--- src/rtl/mem_io_arbiter.sv ---
// mem_io_arbiter
//   Shares the data-memory port and the peripheral bus between the CPU datapath
//   and the UART program loader. IO accesses are sequenced through a ready
//   handshake with a bounded wait. The CPU is stalled, or held in reset, while it
//   does not own the shared resources.
//
//   state | meaning
//   ------+-----------------------------------------------------------------
//   RUN   | CPU owns the RAM port; an IO strobe or a loader request leaves RUN
//   IO_WAIT| io_req held, waiting for io_ready or for the timeout to expire
//   IO_DONE| one cycle where the CPU retires the IO instruction with io_q
//   LOAD  | loader owns the RAM port, CPU held in reset, writes are counted
//   DRAIN | one quiet cycle (CPU still in reset, no RAM write) before RUN
//
// Ports
//   clock, reset                  clock, asynchronous active-high reset
//   cpu_mem_read/write            CPU memory strobes
//   cpu_io_read/write             CPU IO strobes
//   cpu_addr, cpu_wdata           CPU word address / store data
//   cpu_rdata                     load data back to the CPU
//   cpu_stall, cpu_rst            CPU freeze / CPU reset hold
//   upg_req/wen/addr/wdata/done   program loader interface
//   mem_wen/addr/wdata/rdata      data RAM port
//   io_req/we/addr/wdata          peripheral request (latched at the strobe)
//   io_rdata, io_ready            peripheral read data / completion
//   load_count                    loader writes, saturating at 0xFFFF
//   io_err                        sticky IO timeout flag
//   state                         current FSM state encoding
module mem_io_arbiter #(
    parameter int ADDR_W  = 14,
    parameter int DATA_W  = 32,
    parameter int TIMEOUT = 255
) (
    input  logic              clock,
    input  logic              reset,
    input  logic              cpu_mem_read,
    input  logic              cpu_mem_write,
    input  logic              cpu_io_read,
    input  logic              cpu_io_write,
    input  logic [ADDR_W-1:0] cpu_addr,
    input  logic [DATA_W-1:0] cpu_wdata,
    output logic [DATA_W-1:0] cpu_rdata,
    output logic              cpu_stall,
    output logic              cpu_rst,
    input  logic              upg_req,
    input  logic              upg_wen,
    input  logic [ADDR_W-1:0] upg_addr,
    input  logic [DATA_W-1:0] upg_wdata,
    input  logic              upg_done,
    output logic              mem_wen,
    output logic [ADDR_W-1:0] mem_addr,
    output logic [DATA_W-1:0] mem_wdata,
    input  logic [DATA_W-1:0] mem_rdata,
    output logic              io_req,
    output logic              io_we,
    output logic [7:0]        io_addr,
    output logic [DATA_W-1:0] io_wdata,
    input  logic [DATA_W-1:0] io_rdata,
    input  logic              io_ready,
    output logic [15:0]       load_count,
    output logic              io_err,
    output logic [2:0]        state
);

    typedef enum logic [2:0] {
        S_RUN     = 3'd0,
        S_IO_WAIT = 3'd1,
        S_IO_DONE = 3'd2,
        S_LOAD    = 3'd3,
        S_DRAIN   = 3'd4
    } state_t;

    // Last counter value seen in IO_WAIT before giving up: IO_WAIT lasts at most
    // TIMEOUT cycles, counter values 0 .. TIMEOUT-1.
    localparam logic [7:0] TMO_LAST = 8'(TIMEOUT - 1);

    state_t              state_q, state_d;
    logic                cpu_rst_q;
    logic                io_req_q;
    logic                io_we_q;
    logic [7:0]          io_addr_q;
    logic [DATA_W-1:0]   io_wdata_q;
    logic [DATA_W-1:0]   io_q;
    logic [15:0]         load_cnt_q;
    logic                io_err_q;
    logic [7:0]          tmo_cnt_q;

    logic io_acc;
    logic io_timeout;

    assign io_acc     = cpu_io_read | cpu_io_write;
    assign io_timeout = (state_q == S_IO_WAIT) && !io_ready && (tmo_cnt_q == TMO_LAST);

    always_comb begin
        state_d = state_q;
        case (state_q)
            S_RUN: begin
                // Loader request outranks a new IO access in the same cycle.
                if (upg_req)     state_d = S_LOAD;
                else if (io_acc) state_d = S_IO_WAIT;
            end
            S_IO_WAIT: begin
                if (io_ready || io_timeout) state_d = S_IO_DONE;
            end
            S_IO_DONE: state_d = upg_req ? S_LOAD : S_RUN;
            S_LOAD: begin
                if (upg_done || !upg_req) state_d = S_DRAIN;
            end
            S_DRAIN: state_d = S_RUN;
            default: state_d = S_RUN;
        endcase
    end

    always_ff @(posedge clock or posedge reset) begin
        if (reset) begin
            state_q    <= S_RUN;
            cpu_rst_q  <= 1'b0;
            io_req_q   <= 1'b0;
            io_we_q    <= 1'b0;
            io_addr_q  <= '0;
            io_wdata_q <= '0;
            io_q       <= '0;
            load_cnt_q <= '0;
            io_err_q   <= 1'b0;
            tmo_cnt_q  <= '0;
        end else begin
            state_q   <= state_d;
            cpu_rst_q <= (state_d == S_LOAD) || (state_d == S_DRAIN);
            io_req_q  <= (state_d == S_IO_WAIT);

            if (state_q == S_RUN && !upg_req && io_acc) begin
                io_addr_q  <= cpu_addr[7:0];
                io_wdata_q <= cpu_wdata;
                io_we_q    <= cpu_io_write;
            end

            if (state_q == S_IO_WAIT) begin
                tmo_cnt_q <= tmo_cnt_q + 8'd1;
                if (io_ready) begin
                    io_q <= io_rdata;
                end else if (io_timeout) begin
                    io_q     <= '0;
                    io_err_q <= 1'b1;
                end
            end else begin
                tmo_cnt_q <= '0;
            end

            if (state_q != S_LOAD && state_d == S_LOAD) begin
                load_cnt_q <= '0;
            end else if (state_q == S_LOAD && upg_wen && load_cnt_q != 16'hFFFF) begin
                load_cnt_q <= load_cnt_q + 16'd1;
            end
        end
    end

    always_comb begin
        mem_addr  = cpu_addr;
        mem_wdata = cpu_wdata;
        mem_wen   = 1'b0;
        cpu_stall = 1'b0;
        case (state_q)
            S_RUN: begin
                cpu_stall = upg_req | io_acc;
                // A stalled instruction does not retire, so it must not write.
                mem_wen   = cpu_mem_write & ~io_acc & ~upg_req;
            end
            S_IO_WAIT: cpu_stall = 1'b1;
            S_IO_DONE: cpu_stall = 1'b0;
            S_LOAD: begin
                cpu_stall = 1'b1;
                mem_wen   = upg_wen;
                mem_addr  = upg_addr;
                mem_wdata = upg_wdata;
            end
            S_DRAIN: cpu_stall = 1'b1;
            default: cpu_stall = 1'b0;
        endcase
    end

    // Outside IO_DONE the RAM data is only passed on for an actual load so a
    // non-load instruction never sees stale RAM contents.
    assign cpu_rdata  = (state_q == S_IO_DONE) ? io_q :
                        (cpu_mem_read ? mem_rdata : '0);
    assign cpu_rst    = cpu_rst_q;
    assign io_req     = io_req_q;
    assign io_we      = io_we_q;
    assign io_addr    = io_addr_q;
    assign io_wdata   = io_wdata_q;
    assign load_count = load_cnt_q;
    assign io_err     = io_err_q;
    assign state      = state_q;

endmodule

--- config.mk ---
export PLATFORM = sky130hd
export DESIGN_NAME = mem_io_arbiter
export DESIGN_NICKNAME = d
export VERILOG_FILES = /design/src/rtl/mem_io_arbiter.sv
export SDC_FILE = /design/constraint.sdc
export NUM_CORES = 1
export LEC_CHECK = 0
export BUFFER_PORTS_ARGS = -buffer_cell sky130_fd_sc_hd__buf_4
export CAP_MARGIN = 20
export CORE_MARGIN = 5
export CORE_UTILIZATION = 42
export CTS_BUF_LIST = sky130_fd_sc_hd__clkbuf_8
export CTS_CLUSTER_SIZE = 28
export DETAILED_ROUTE_END_ITERATION = 10
export HOLD_SLACK_MARGIN = 0.05
export PLACE_DENSITY_LB_ADDON = 0.1
export SETUP_SLACK_MARGIN = 0.3
export SYNTH_ARGS = -nofsm -noshare
export SYNTH_HDL_FRONTEND = slang
export SYNTH_SLANG_ARGS = --single-unit
--- constraint.sdc ---
create_clock -name clock -period 4.1 [get_ports clock]
set_input_delay 0.82 -clock clock [delete_from_list [all_inputs] [get_ports clock]]
set_output_delay 0.82 -clock clock [all_outputs]
set_load 0.05 [all_outputs]
==> impl_results.md <==
* Most used DFF post-synth: dfrtp_1
* Final core occ at between 60 and 70%
* Combinational share of power at approximately three fifths
* Slew Viols, Final at 0
* GR peak layer: met2
* DIE AREA at around 15000 um^2
* Drt wl/cell at ~17 um
* PostCTS Resize Cnt at 0
* Layout cell share with drive strength beyond 1 at between 50% and 60%
* CTS max path bufs at 2
* Syn nets at 652
* Static Leak at roughly 3.9 nW
* Final Hold Fails at 0
* Internal at roughly 3.1 mW
* DP Cell Count at about 940
* Die width at between 100 and 150 um
* Min-Delay Path Class: primary input to async pin
* First-pass GRT wire length at about 26 mm
* Worst vdd rail ir drop at between 0.0006 and 0.0007 V
* PD cells at 785 nW/um^2
* Worst-margin pin slew at ~600 ps
* Worst rel slew slack at around 59%
* 1st-iter DRT viols at about 190
* Commonest non-fill, non-tap cell in the layout: buf_4
* First-pass DRT Iterations at 4
* Worst Path Required at 3280 ps
* Worst R2R End: load_count[8]
* Die Span Y at approximately 120 um
* Worst EP arrival at between 2000 and 2500 ps
* Hold-fix buffers at CTS at 0
* Met3 GRT Util at under 10%
* Final ANT Viol Nets at 0
* Vias in the first global route at roughly 5000
* Setup repair bufs after CTS at 0
* Fin crit period at around 3100 ps
* Final non-filler cell total at ~950
* P&R area growth vs syn at 51.7%
* Post-synth EDFFs at 0
* ANT cells at 0
* Final #Nets at between 900 and 1000
* Sink Count at between 100 and 150
* Asr flop ratio synth at 100%
* Setup crit end kind: output pin
* Critical Path Source: state[2]
* CTS Buf Count at 9
* Worst Path Class, Setup: register to output pin
* Initial Util at a little over two fifths
* RSZ-0062 raised after global routing: false
* Pwr Total at between 6 and 7 mW
* Most frequent cells in the layout: 315 x buf_4, 103 x dfrtp_1, 87 x mux2_2
* Vias/cell at 5.13
* P_sw at ~3.1 mW
* Reg2Reg Setup Slack at 2080 ps
* Mapped Avg Cell Area at around 11 um^2
* Synth cell types at 46
* H-tree depth at 3
* HPWL after DPL at 13.1 mm
* GRT Total Usage at 21.7%
* Final worst-path cycle share at 75.8%
* Ports at approximately 310
* Drt drc at 0
* Max-capacitance violation count at 0
* CP Capture Point: mem_addr[9]
* Synthesized flop and latch total at about 100
* Clock-pin slew on the worst setup and hold paths at 100 ps
* Synth warn at 0
* Share of total power in sequential cells at between 20% and 30%
* Setup WS pre-CTS at approximately 1400 ps
* Routability Congestion at just under 0.9
* TritonCTS clock tree: done
* Core area at ~12000 um^2
* Total negative slack at 0 ps
* Core Rows at 40
* Via count at a little under 5000
* Root Driver: clkbuf_8
* Sequential area share after synthesis at 49.3%
* Clock power share at between 10% and 20%
* CP Launch Type: register
* Final wirelength at 16.6 mm
* GR Overflow Total at 0
* Reg2reg path depth at 4
* Status: finished clean
* Worst skew pair latency at 370 ps
* Buffers added on ports at about 310
* Syn Inst Count at between 400 and 500
* Mapped cell area at between 5000 and 6000 um^2
* Setup ws final at around 990 ps
* Met1 Use GR at around 26%
* Worst R2R Start: state[0]
* Setup violations, final at 0
* Grt met2 use at 37.4%
* Setup Skew at 9.40 ps
* Switching Fraction at around 50%
* Initial antenna violation count at 0
* Largest net degree at the start of global routing at 90
* Worst-path maximum fanout at 47
* F_max at approximately 320 MHz
[power by group through the flow]
stage               clock, mW  combinational, mW  sequential (mW)
global route            0.808               4.00             1.72
global placement            0               3.82             1.66
floorplan                   0               1.90             2.45
finish                  0.744               3.82             1.66
detailed placement          0               3.85             1.68
CTS                     0.761               3.86             1.66
[logic make-up (layout without fill, tap and decap cells)]
kind of cell,after synthesis,count (layout),share of synthesized area (%)
compound gates,99,99,12.8
xor+xnor,6,6,1.00
fa+ha+maj,3,3,0.718
buf+inv,39,340,3.47
flops,103,103,49.3
mux,91,91,19.5
simple gates,142,142,13.3
[cell usage after synthesis, types with 2 or more instances]
master,instances,area [um^2]
buf_2,16,80.1
nand3b_1,2,15.0
nand3_1,8,40.0
clkbuf_1,13,48.8
o31ai_1,6,45.0
xor2_1,5,43.8
nand2_1,75,282
mux2i_1,4,40.0
buf_6,2,22.5
nor4_1,3,18.8
nand4b_1,2,17.5
a31oi_1,2,12.5
o21a_1,2,15.0
and4_1,3,26.3
ha_1,3,37.5
o21ai_0,36,180
nor3_1,6,30.0
or3_1,4,25.0
inv_1,8,30.0
and3_1,3,18.8
nor3b_1,2,15.0
mux2_2,87,980
a21oi_1,12,60.1
dfrtp_1,103,2580
a22o_1,32,280
or4_1,4,30.0
nand4_1,5,31.3
nor2_1,17,63.8
[flip-flops by register name, summed over array words and instances (netlist names), 3 cells and up]
signal	cells
io_wdata	32
tmo_cnt_q	8
io_q	32
load_count	16
io_addr	8
state	3
[worst max-delay path: stages (launching register included)]
cell      delay [ps]
dfrtp_1          620
nand3b_1         160
buf_4            490
mux2_2           420
buf_4            190
[through the flow]
| stage | hold slack, ps | cell area (um^2) |
|---|---|---|
| global placement | 470 | 7670 |
| global route | 456 | 7930 |
| detailed placement | 474 | 7670 |
| floorplan | 466 | 5230 |
| finish | 442 | 7930 |
| CTS | 503 | 7910 |
[layer usage]
metal	routed length, um	share of wire [%]	vias up
met1	6260	38	2308
li1	-	-	2336
met3	1740	10	21
met2	8320	50	222
met4	269	1.6	0
met5	0	0	-
[layout make-up]
type,count,area (um^2)
Clock buffer,9,124
Clock inverter,7,113
Fill cell,1004,4180
Inverter,8,32.5
Multi-Input combinational cell,341,2480
Sequential cell,103,2580
Tap cell,168,210
Timing Repair Buffer,316,2390
[how the worst min path moves through the flow]
stage | start | to | cells past startpoint
CTS | io_err | io_err | 1
global route | reset | load_count[12] | 2
floorplan | io_q[0] | io_q[0] | 1
finish | reset | load_count[12] | 2
global placement | io_err | io_err | 1
detailed placement | io_err | io_err | 1
No activity file was read; power rests on OpenSTA's default activity.
